## src/rtl/bus_cycle_initiator_if.sv

```systemverilog
// Processor-side bus bundle: the single-request command channel plus the
// multiplexed bus pins driven by the cycle initiator.
interface bus_cycle_initiator_if #(
  parameter int ADDR_W = 20,
  parameter int DATA_W = 16
);
  // command channel
  logic              req_valid;
  logic              req_ready;
  logic              req_we;
  logic [ADDR_W-1:0] req_addr;
  logic [DATA_W-1:0] req_wdata;
  logic              done;
  logic              err;
  logic [DATA_W-1:0] rdata;
  // bus pins
  logic              bus_ale;
  logic [ADDR_W-1:0] bus_addr;
  logic              bus_rd_n;
  logic              bus_wr_n;
  logic [DATA_W-1:0] bus_dout;
  logic              bus_dout_oe;
  logic [DATA_W-1:0] bus_din;
  logic              bus_ready;

  modport master (
    input  req_valid, req_we, req_addr, req_wdata, bus_din, bus_ready,
    output req_ready, done, err, rdata,
    output bus_ale, bus_addr, bus_rd_n, bus_wr_n, bus_dout, bus_dout_oe
  );

  modport slave (
    output req_valid, req_we, req_addr, req_wdata, bus_din, bus_ready,
    input  req_ready, done, err, rdata,
    input  bus_ale, bus_addr, bus_rd_n, bus_wr_n, bus_dout, bus_dout_oe
  );
endinterface

```

## src/rtl/bus_cycle_initiator.sv

```systemverilog
// Bus cycle initiator: converts one accepted valid/ready command into a
// T1/T2/Tw/T4 bus cycle, stretching with wait states until the responder
// signals ready and aborting with err after TIMEOUT wait states.
// Every output is either a register or a decode of the state register, so
// bus_ready/bus_din never reach an output combinationally.
module bus_cycle_initiator #(
  parameter int ADDR_W  = 20,
  parameter int DATA_W  = 16,
  parameter int TIMEOUT = 32   // legal range 1..255
) (
  input logic                    clk,
  input logic                    reset_n,
  bus_cycle_initiator_if.master  bus
);

  localparam int                CNT_W     = $clog2(TIMEOUT + 1);
  localparam logic [CNT_W-1:0]  LAST_WAIT = CNT_W'(TIMEOUT - 1);

  typedef enum logic [2:0] {
    S_IDLE,
    S_T1,
    S_T2,
    S_TW,
    S_T4
  } state_t;

  state_t              state_q, state_d;
  logic [ADDR_W-1:0]   addr_q, addr_d;
  logic                we_q, we_d;
  logic [DATA_W-1:0]   wdata_q, wdata_d;
  logic [DATA_W-1:0]   rdata_q, rdata_d;
  logic                abort_q, abort_d;
  logic [CNT_W-1:0]    wait_q, wait_d;
  logic                strobe;

  // State and datapath registers; reset drops any cycle in flight at once.
  always_ff @(posedge clk or negedge reset_n) begin
    if (!reset_n) begin
      state_q <= S_IDLE;
      addr_q  <= '0;
      we_q    <= 1'b0;
      wdata_q <= '0;
      rdata_q <= '0;
      abort_q <= 1'b0;
      wait_q  <= '0;
    end else begin
      state_q <= state_d;
      addr_q  <= addr_d;
      we_q    <= we_d;
      wdata_q <= wdata_d;
      rdata_q <= rdata_d;
      abort_q <= abort_d;
      wait_q  <= wait_d;
    end
  end

  // Next-state: accept in IDLE, sample bus_ready only at the end of T2/Tw.
  always_comb begin
    state_d = state_q;
    addr_d  = addr_q;
    we_d    = we_q;
    wdata_d = wdata_q;
    rdata_d = rdata_q;
    abort_d = abort_q;
    wait_d  = wait_q;
    unique case (state_q)
      S_IDLE: begin
        if (bus.req_valid) begin
          addr_d  = bus.req_addr;
          we_d    = bus.req_we;
          wdata_d = bus.req_wdata;
          abort_d = 1'b0;
          state_d = S_T1;
        end
      end
      S_T1: state_d = S_T2;
      S_T2: begin
        if (bus.bus_ready) begin
          if (!we_q) rdata_d = bus.bus_din;
          state_d = S_T4;
        end else begin
          wait_d  = '0;
          state_d = S_TW;
        end
      end
      S_TW: begin
        if (bus.bus_ready) begin
          if (!we_q) rdata_d = bus.bus_din;
          state_d = S_T4;
        end else if (wait_q == LAST_WAIT) begin
          // Dead responder: finish the cycle with the abort flag, rdata untouched.
          abort_d = 1'b1;
          state_d = S_T4;
        end else begin
          wait_d = wait_q + CNT_W'(1);
        end
      end
      S_T4:    state_d = S_IDLE;
      default: state_d = S_IDLE;
    endcase
  end

  // Strobes are live in T2 and every wait state; ALE never overlaps them.
  assign strobe          = (state_q == S_T2) || (state_q == S_TW);
  assign bus.req_ready   = (state_q == S_IDLE);
  assign bus.bus_ale     = (state_q == S_T1);
  assign bus.bus_addr    = addr_q;
  assign bus.bus_rd_n    = !(strobe && !we_q);
  assign bus.bus_wr_n    = !(strobe && we_q);
  assign bus.bus_dout_oe = strobe && we_q;
  assign bus.bus_dout    = wdata_q;
  assign bus.done        = (state_q == S_T4);
  assign bus.err         = (state_q == S_T4) && abort_q;
  assign bus.rdata       = rdata_q;

endmodule

```

## src/flat_wrapper.sv

```systemverilog
// flat-port wrapper written by rule: the top's interface ports become plain ports
module bus_cycle_initiator_flat 
#(
  parameter int ADDR_W  = 20,
  parameter int DATA_W  = 16,
  parameter int TIMEOUT = 32                        
)
  (clk, reset_n, bus_req_valid, bus_req_we, bus_req_addr, bus_req_wdata, bus_bus_din, bus_bus_ready, bus_req_ready, bus_done, bus_err, bus_rdata, bus_bus_ale, bus_bus_addr, bus_bus_rd_n, bus_bus_wr_n, bus_bus_dout, bus_bus_dout_oe);
  bus_cycle_initiator_if #(.ADDR_W(ADDR_W), .DATA_W(DATA_W)) bus_i ();
  input logic clk;
  input logic reset_n;
  input wire logic [$bits(bus_i.req_valid)-1:0] bus_req_valid;
  input wire logic [$bits(bus_i.req_we)-1:0] bus_req_we;
  input wire logic [$bits(bus_i.req_addr)-1:0] bus_req_addr;
  input wire logic [$bits(bus_i.req_wdata)-1:0] bus_req_wdata;
  input wire logic [$bits(bus_i.bus_din)-1:0] bus_bus_din;
  input wire logic [$bits(bus_i.bus_ready)-1:0] bus_bus_ready;
  output wire logic [$bits(bus_i.req_ready)-1:0] bus_req_ready;
  output wire logic [$bits(bus_i.done)-1:0] bus_done;
  output wire logic [$bits(bus_i.err)-1:0] bus_err;
  output wire logic [$bits(bus_i.rdata)-1:0] bus_rdata;
  output wire logic [$bits(bus_i.bus_ale)-1:0] bus_bus_ale;
  output wire logic [$bits(bus_i.bus_addr)-1:0] bus_bus_addr;
  output wire logic [$bits(bus_i.bus_rd_n)-1:0] bus_bus_rd_n;
  output wire logic [$bits(bus_i.bus_wr_n)-1:0] bus_bus_wr_n;
  output wire logic [$bits(bus_i.bus_dout)-1:0] bus_bus_dout;
  output wire logic [$bits(bus_i.bus_dout_oe)-1:0] bus_bus_dout_oe;
  assign bus_i.req_valid = bus_req_valid;
  assign bus_i.req_we = bus_req_we;
  assign bus_i.req_addr = bus_req_addr;
  assign bus_i.req_wdata = bus_req_wdata;
  assign bus_i.bus_din = bus_bus_din;
  assign bus_i.bus_ready = bus_bus_ready;
  assign bus_req_ready = bus_i.req_ready;
  assign bus_done = bus_i.done;
  assign bus_err = bus_i.err;
  assign bus_rdata = bus_i.rdata;
  assign bus_bus_ale = bus_i.bus_ale;
  assign bus_bus_addr = bus_i.bus_addr;
  assign bus_bus_rd_n = bus_i.bus_rd_n;
  assign bus_bus_wr_n = bus_i.bus_wr_n;
  assign bus_bus_dout = bus_i.bus_dout;
  assign bus_bus_dout_oe = bus_i.bus_dout_oe;
  bus_cycle_initiator #(.ADDR_W(ADDR_W), .DATA_W(DATA_W), .TIMEOUT(TIMEOUT)) u_core (.clk(clk), .reset_n(reset_n), .bus(bus_i));
endmodule
```

## config.mk

```make
export PLATFORM = sky130hd
export DESIGN_NAME = bus_cycle_initiator_flat
export DESIGN_NICKNAME = d
export VERILOG_FILES = /design/src/rtl/bus_cycle_initiator_if.sv /design/src/rtl/bus_cycle_initiator.sv /design/src/flat_wrapper.sv
export SDC_FILE = /design/constraint.sdc
export NUM_CORES = 1
export LEC_CHECK = 0
export CORE_UTILIZATION = 45
export CTS_CLUSTER_SIZE = 25
export DETAILED_ROUTE_END_ITERATION = 8
export GPL_TIMING_DRIVEN = 0
export PLACE_DENSITY = 0.86
export REMOVE_ABC_BUFFERS = 1
export SYNTH_ARGS = -nofsm -noshare
export SYNTH_HDL_FRONTEND = slang
export SYNTH_SLANG_ARGS = --single-unit
```

## constraint.sdc

```tcl
create_clock -name clk -period 3.4 [get_ports clk]
set_input_delay 0.68 -clock clk [delete_from_list [all_inputs] [get_ports clk]]
set_output_delay 0.68 -clock clk [all_outputs]
set_load 0.1 [all_outputs]
```

* Word-level counts from Yosys, hierarchy flattened
Cells that the tools add are included.
** Storage, ports and cells
- Register bits after elaboration :: 63
- Latch bits :: 0
- Memory bits (writable) :: 0
- Memory bits (read-only) :: 0
- Input bits :: 57
- Output and inout bits :: 59
- Logic and storage cells :: 49
- Memories :: 0
** Cells by class
- Add/subtract/negate cells :: 1
- Multiply operators :: 0
- Div/mod/pow operators :: 0
- Order comparisons :: 0
- Eq/ne operators :: 11
- Shifts and indexed selects :: 0
- Muxes and demuxes :: 13
- Bitwise operators :: 1
- Reductions and logical operators :: 16
** Operators by type and width (count)
- $mux W6 :: 3
- $mux W3 :: 4
- $pmux W3 S4 :: 1
- $pmux W6 S2 :: 1
- $ne A2 B2 Y1 const B :: 4
- $reduce_and A4 Y1 :: 2
- $add A6 B1 Y6 const B :: 1
- $eq A3 B2 Y1 const B :: 2
- $eq A6 B5 Y1 const B :: 1
- $reduce_and A2 Y1 :: 2
- $reduce_bool A2 Y1 :: 2
- $eq A3 B1 Y1 const B :: 1
- $eq A3 B3 Y1 const B :: 1
- $logic_and A1 B1 Y1 :: 3
- $logic_not A1 Y1 :: 3
- $logic_not A3 Y1 :: 1
- $mux W1 :: 3
- $ne A3 B2 Y1 const B :: 1
- $reduce_and A3 Y1 :: 1
- $ne A2 B1 Y1 const B :: 1
- $pmux W1 S2 :: 1
- $reduce_or A2 Y1 :: 1
- $logic_or A1 B1 Y1 :: 1
- $not A1 Y1 :: 1

* Longest topological paths before layout
- Word-level depth :: 4
- Gate-level depth with buffers :: 6
- Gate-level depth less buffers :: 4

* Worst setup path after synthesis
OpenSTA, ideal clock, no wires.
- Path kind :: reg-to-reg
- Start :: register u_core.state_q[2]
- End :: register u_core.addr_q[0], in the netlist u_core.bus.bus_addr[0]
- Setup time :: 0.125 ns
- Data arrival time :: 3.620 ns
- Required time :: 3.275 ns
- Path slack :: -0.346 ns
- Stages on the path, launching flop included :: 7
- Path buffers :: 3
- Period minus slack after synthesis :: 3.746 ns
- Cells stage by stage :: dfrtp_1 -> buf_2 -> nor3_1 -> and2_1 -> buf_2 -> buf_4 -> mux2_2
** Between the ends
- Word-level cells in the longest chain between the ends :: 2
** RTL lines
- start, declared :: RTL line bus_cycle_initiator.sv:27 : state_t state_q, state_d;
- start signal, assigned :: RTL line bus_cycle_initiator.sv:47 : state_q <= state_d;
- $logic_not A3 Y1
- named net bus_req_ready :: RTL line flat_wrapper.sv:18 : output wire logic [$bits(bus_i.req_ready)-1:0] bus_req_ready;
- $reduce_and A2 Y1 (no line)
- end signal, assigned :: RTL line bus_cycle_initiator.sv:48 : addr_q <= addr_d;
- end, declared :: RTL line bus_cycle_initiator.sv:28 : logic [ADDR_W-1:0] addr_q, addr_d;
The timed path passes the listed nets, and every way through them passes these cells.
A chain may end at the register's enable or synchronous reset.

* Worst setup path after layout
- Start :: register u_core.state_q[0]
- End :: output port bus_err
** Between the ends
- Word-level cells in the longest chain between the ends :: 2
** RTL lines
- $eq A3 B3 Y1 :: RTL line bus_cycle_initiator.sv:113 : assign bus.err = (state_q == S_T4) && abort_q;
- $logic_and A1 B1 Y1 :: RTL line bus_cycle_initiator.sv:113
- end, declared :: RTL line flat_wrapper.sv:20 : output wire logic [$bits(bus_i.err)-1:0] bus_err;
No other way between the ends.

==> impl_metrics.tcl <==
set metrics [dict create \
    hold_path_class "input pin to asynchronous set/reset pin" \
    grt_pass1_vias 1948 \
    grt_max_degree 64 \
    clock_path_buffers 2 \
    reg2reg_depth 3 \
    insertion_delay_ns 0.33 \
    yosys.area.top_type_share_pct 61.2 \
    drc 0 \
    drtIter0Drc 112 \
    fin_crit_sh_pct 91.6 \
    yosysMostFrequentCell "dfrtp_1" \
    cts_sinks 63 \
    critPathMaxFanout 14 \
    synth_seq_cells 63 \
    num_antenna_cells 0 \
    r2r_slack_ns 1.22 \
    synthFlopType "dfrtp_1" \
    hold_buffers 0 \
    fp-row-count 27 \
    path_clk_slew_ns 0.07 \
    synth.avg_cell_area_um2 14.5 \
    synth_cells 178 \
    hold_violations 0 \
    report.final.slew_viol_count 0 \
    cts_tree "yes" \
    critPathKind "flip-flop to output pin" \
    cap_violations 0 \
    io_buffers 115 \
    h-tree-depth 3 \
    gp_congestion 0.789 \
    ys_types 33 \
    boundaryPins 116 \
    wl_mm 5.49 \
    ys_seq_area_share_pct 61.2 \
    timing.fmax_ghz 0.321 \
    grt.total_usage_pct 19.7 \
    r2r_end "u_core.bus.bus_addr[16]" \
    first_pass_iters 4 \
    path_buf_inv 1 \
    cp_cell_sequence "nor2_1, and3_1, clkdlybuf4s50_1" \
    drtAntennaViolNets 0 \
    r2r_start "u_core.state_q[0]" \
    synth_common_cells "dfrtp_1 (63), mux2_2 (53), nand2_1 (8)" \
    drive_gt1_share_pct 25.0 \
    overflow 0 \
    areaGrowthSynthToFinish_pct 53.8 \
    clock_skew_ns 0.00604 \
    period_needed_ns 3.12 \
    cts_resized 0 \
    grt_setup_unrepaired "no" \
    cp_slowest_cell "clkdlybuf4s50_1" \
    worstMarginPinSlew_ns 1.00 \
    synth_area_leaders "dfrtp_1 (61%), mux2_2 (23%), a21oi_1 (1.2%), buf_4 (1.2%), nand2_1 (1.2%)" \
    synth_warnings 0 \
    synth_edf_count 0 \
    cp.arrival_ns 2.44 \
    die_w_um 77.7 \
    cp-start-kind "flip-flop" \
    fp.dieArea_mm2 0.00603 \
    cts_buffers 9 \
    outcome "finished clean" \
    synth_top_area_cell "dfrtp_1" \
    avgViaCountPerCell 5.10 \
    slew_headroom_pct 33.1 \
    dpl.hpwl_mm 3.85 \
    syn_area_mm2 0.00258 \
    die_height_um 77.7 \
    slowest_delay_ns 1.13 \
    cts.root.buffer_cell "clkbuf_8" \
    num-fill-cells 410 \
    worstPathRequired_ns 2.72 \
    crit_family "buffers and inverters" \
    route.vias.total 1899 \
    async_flop_share_pct 100 \
    start_util_pct 46.8 \
    finalSetupViolations 0 \
    antenna_found_initial 0 \
    fin_nets 354 \
    post_cts_buffers 0 \
    placed_area_mm2 0.00377 \
    design_area_mm2 0.00397 \
    wl_per_cell_um 14.8 \
    core_mm2 0.00551 \
    grt_pass1_wl_mm 9.03 \
    fin_hold_ws_ns 0.433 \
    endpoint_kind "output pin" \
]
cell type report:
cell class / instances / area (um2) / area share [%]
clock inverter: 4 / 45.0 / 1.14
sequential: 63 / 1580 / 39.8
timing repair buffer: 115 / 1150 / 29.0
inverter: 1 / 3.75 / 0.0947
tap: 72 / 90.1 / 2.27
multi-input combinational: 106 / 950 / 24.0
clock buffer: 11 / 151 / 3.82
flip-flops by register name, summed over array words and instances, names as in the netlist:
name and count:
u_core.bus.rdata 16, u_core.bus.bus_dout 16, u_core.abort_q 1, u_core.bus.bus_addr 20
u_core.state_q 3, u_core.wait_q 6, u_core.we_q 1
through the flow:
step / setup WS (ns) / util [%] / setup TNS [ns] / cells
6_report: 0.285 / 72.0 / 0 / 372
5_1_grt: 0.178 / 72.0 / 0 / 372
4_1_cts: 0.277 / 72.0 / 0 / 372
3_5_place_dp: 0.648 / 68.4 / 0 / 357
3_3_place_gp: -0.410 / 68.5 / -25.67 / 357
2_1_floorplan: -0.922 / - / -34.10 / 170
kinds of logic after synthesis:
kind of cell / Yosys count / synth area share (%)
buffers and inverters: 9 / 2.04
AOI/OAI and AO/OA: 19 / 5.24
and+or+nand+nor: 33 / 7.91
muxes: 53 / 23.2
DFF: 63 / 61.2
adders and majority gates: 1 / 0.485
routing by layer:
| metal | vias up | part of all wire, % | track usage (%) |
|---|---|---|---|
| li1 | 879 | - | - |
| met1 | 929 | 40 | 22.4 |
| met2 | 81 | 48 | 31.8 |
| met3 | 10 | 10 | 8.00 |
| met4 | 0 | 1.9 | 10.2 |
| met5 | - | 0 | 0 |
layout by cell type, fill, tap and decap left out, types with 3 or more instances in the layout:
| master | count |
|---|---|
| a21oi_1 | 6 |
| and2_1 | 3 |
| and3b_1 | 3 |
| clkbuf_8 | 11 |
| clkdlybuf4s50_1 | 114 |
| clkinv_2 | 3 |
| dfrtp_1 | 63 |
| mux2_2 | 53 |
| nand2_1 | 8 |
| nand4_1 | 3 |
| o211ai_1 | 3 |
| o21ai_0 | 3 |
how the worst max path moves through the flow:
stage	slack [ns]	endpoint	cells after the start	start
after floorplan	-0.92	u_core.bus.bus_addr[0]	3	u_core.state_q[0]
after global placement	-0.41	u_core.bus.bus_addr[10]	1	reset_n
after detailed placement	0.65	bus_err	3	u_core.state_q[0]
after CTS	0.28	bus_err	3	u_core.state_q[0]
after global routing	0.18	bus_bus_ale	3	u_core.state_q[0]
final	0.28	bus_err	3	u_core.state_q[0]
Power is left out: the tool's default activity adds up to more than one toggle a clock period on the data nets, which glitch-free logic cannot reach.
==> edit: new RTL, config.mk and constraints unchanged <==
Make the reset (`reset_n`) synchronous in one clocked block.
--- a/src/rtl/bus_cycle_initiator.sv
+++ b/src/rtl/bus_cycle_initiator.sv
@@ -36,3 +36,3 @@
   // State and datapath registers; reset drops any cycle in flight at once.
-  always_ff @(posedge clk or negedge reset_n) begin
+  always_ff @(posedge clk) begin
     if (!reset_n) begin
Formal check against the unedited RTL: differs if reset_n is asserted again (counterexample within 4 cycles, from zero or initial values and one cycle with reset_n low); with reset_n held inactive, the same outputs for 10 cycles.
==> edit against the original RTL <==
- non-clock buffer count unchanged
- synthesized area down 2.5%
- cell count up 28%
- routed wire length up 12%
- setup slack better by 0.031 ns
- register-to-register slack better by 0.05 ns
- final area down 2.3%
- global-route usage up 2.6 points
- sequential cell count unchanged
- critical endpoint unchanged
- highest routed layer unchanged
==> edit: results (changes against the original RTL) <==
metric;value;unit;change
nNetsFinal;460;;+30%
drt_first_pass_iters;4;;unchanged
slew_headroom;14.3;%;-19 points
critical_path_peak_fanout;7;;-7
grt_usage;22.3;%;+2.6 points
startpoint;u_core.state_q[2];;
io_buffer_count;115;;unchanged
grt_pass1_vias;2360;;+21%
grt_pass1_wl;10.5;mm;+16%
wl_met1;2.58;mm;+18%
async_flop_share;0;%;-100 points
synth.distinct_cells;35;;+6.1%
synthTopCellsByArea;dfxtp_1 50%, a21boi_1 17%, nand2_1 17%, clkbuf_1 1.5%, buf_2 1.2%;;
syn_inst;294;;+65%
synthFlopType;dfxtp_1;;
antenna_found_initial;0;;unchanged
clockBufferDepth;2;;unchanged
dr_wl_met2;2.79;mm;+5.8%
dp_hpwl;4.16;mm;+8.2%
grt_max_degree;65;;+1.6%
fin_worst_skew;0.00606;ns;+0.0000240 ns
wl_met3;733;um;+32%
synth.area.mux_share;0.398;%;-23 points
drive_above_1_share;5.17;%;-20 points
drt-initial-drc-count;111;;-0.89%
synthXorXnorAreaFrac;0;%;unchanged
wl;6.16;mm;+12%
largest_reg_flops;20;;unchanged
run_status;finished, final reports clean;;
synth_compound_area_share;21.0;%;+16 points
cts-buffers-inserted;9;;unchanged
place.gp.congestion;0.792;;+0.39%
reg2reg_depth;4;;+1
vias_per_cell;4.86;;-4.7%
rrSetupSlack;1.27;ns;+0.05 ns
synthTopCellsByCount;111 x nand2_1, 63 x dfxtp_1, 56 x a21boi_1, 10 x clkbuf_1, 6 x buf_2;;
synth_adder_area_share;0.498;%;+0.012 points
fillers;396;;-3.4%
synth_seq_area_share;50.2;%;-11 points
final_cell_count_no_fill;476;;+28%
critPathArrivalTime;2.40;ns;-0.04 ns
holdCritPathClass;flip-flop to flip-flop;;
[edit: path summary, 6_finish.rpt]
| check | end |
|---|---|
| setup / recovery | bus_err |
| hold / removal | u_core.bus.bus_dout[6] |
| setup reg to reg | u_core.bus.bus_addr[6] |
| hold reg to reg | u_core.bus.bus_dout[6] |
[edit: report_power, final]
group | total [W] | switching [W] | internal (W)
sequential | 0.000799 | 0.0000226 | 0.000776
combinational | 0.000542 | 0.000383 | 0.000159
clock | 0.000702 | 0.000276 | 0.000427
total | 0.00204 | 0.000681 | 0.00136
[edit: per-stage QoR]
step	TNS, ns	instance area (um^2)	hold slack, ns	total power [W]	setup slack [ns]
6_report	0	3870	0.451	0.00204	0.315
5_1_grt	0	3870	0.462	0.00212	0.191
4_1_cts	0	3870	0.453	0.00206	0.290
3_5_place_dp	0	3660	0.445	0.00136	0.689
3_3_place_gp	0	3670	0.439	0.00135	0.0843
2_1_floorplan	-0.996	2430	0.460	0.00118	-0.986
[edit: kinds of logic (layout without fill, tap and decap cells)]
family                   count (synthesis)  count (layout)
AO/OA/AOI/OAI                           69              69
adder cells (fa/ha/maj)                  1               1
buffers and inverters                   23             135
flip-flops                              63              63
multiplexers                             1               1
AND/OR/NAND/NOR                        137             137
[edit: worst max-delay path: cells and delay by family (launching register included)]
kind	cells	cell delay (ns)
buffers and inverters	1	1.13
flip-flops	1	0.52
AND/OR/NAND/NOR	2	0.42
[edit: final cells by class]
type / count / area, um^2 / area share (%)
multi-input cells: 208 / 1150 / 29.6
flip-flops and latches: 63 / 1260 / 32.6
clock buffers: 11 / 141 / 3.65
well taps: 70 / 87.6 / 2.26
repair buffers: 115 / 1150 / 29.6
inverters: 5 / 18.8 / 0.485
clock inverters: 4 / 70.1 / 1.81
[edit: per-layer routing]
| metal | up-vias | track usage (%) |
|---|---|---|
| li1 | 1182 | - |
| met1 | 1039 | 24.2 |
| met2 | 88 | 36.9 |
| met3 | 6 | 11.8 |
| met4 | 0 | 7.50 |
| met5 | - | 0 |
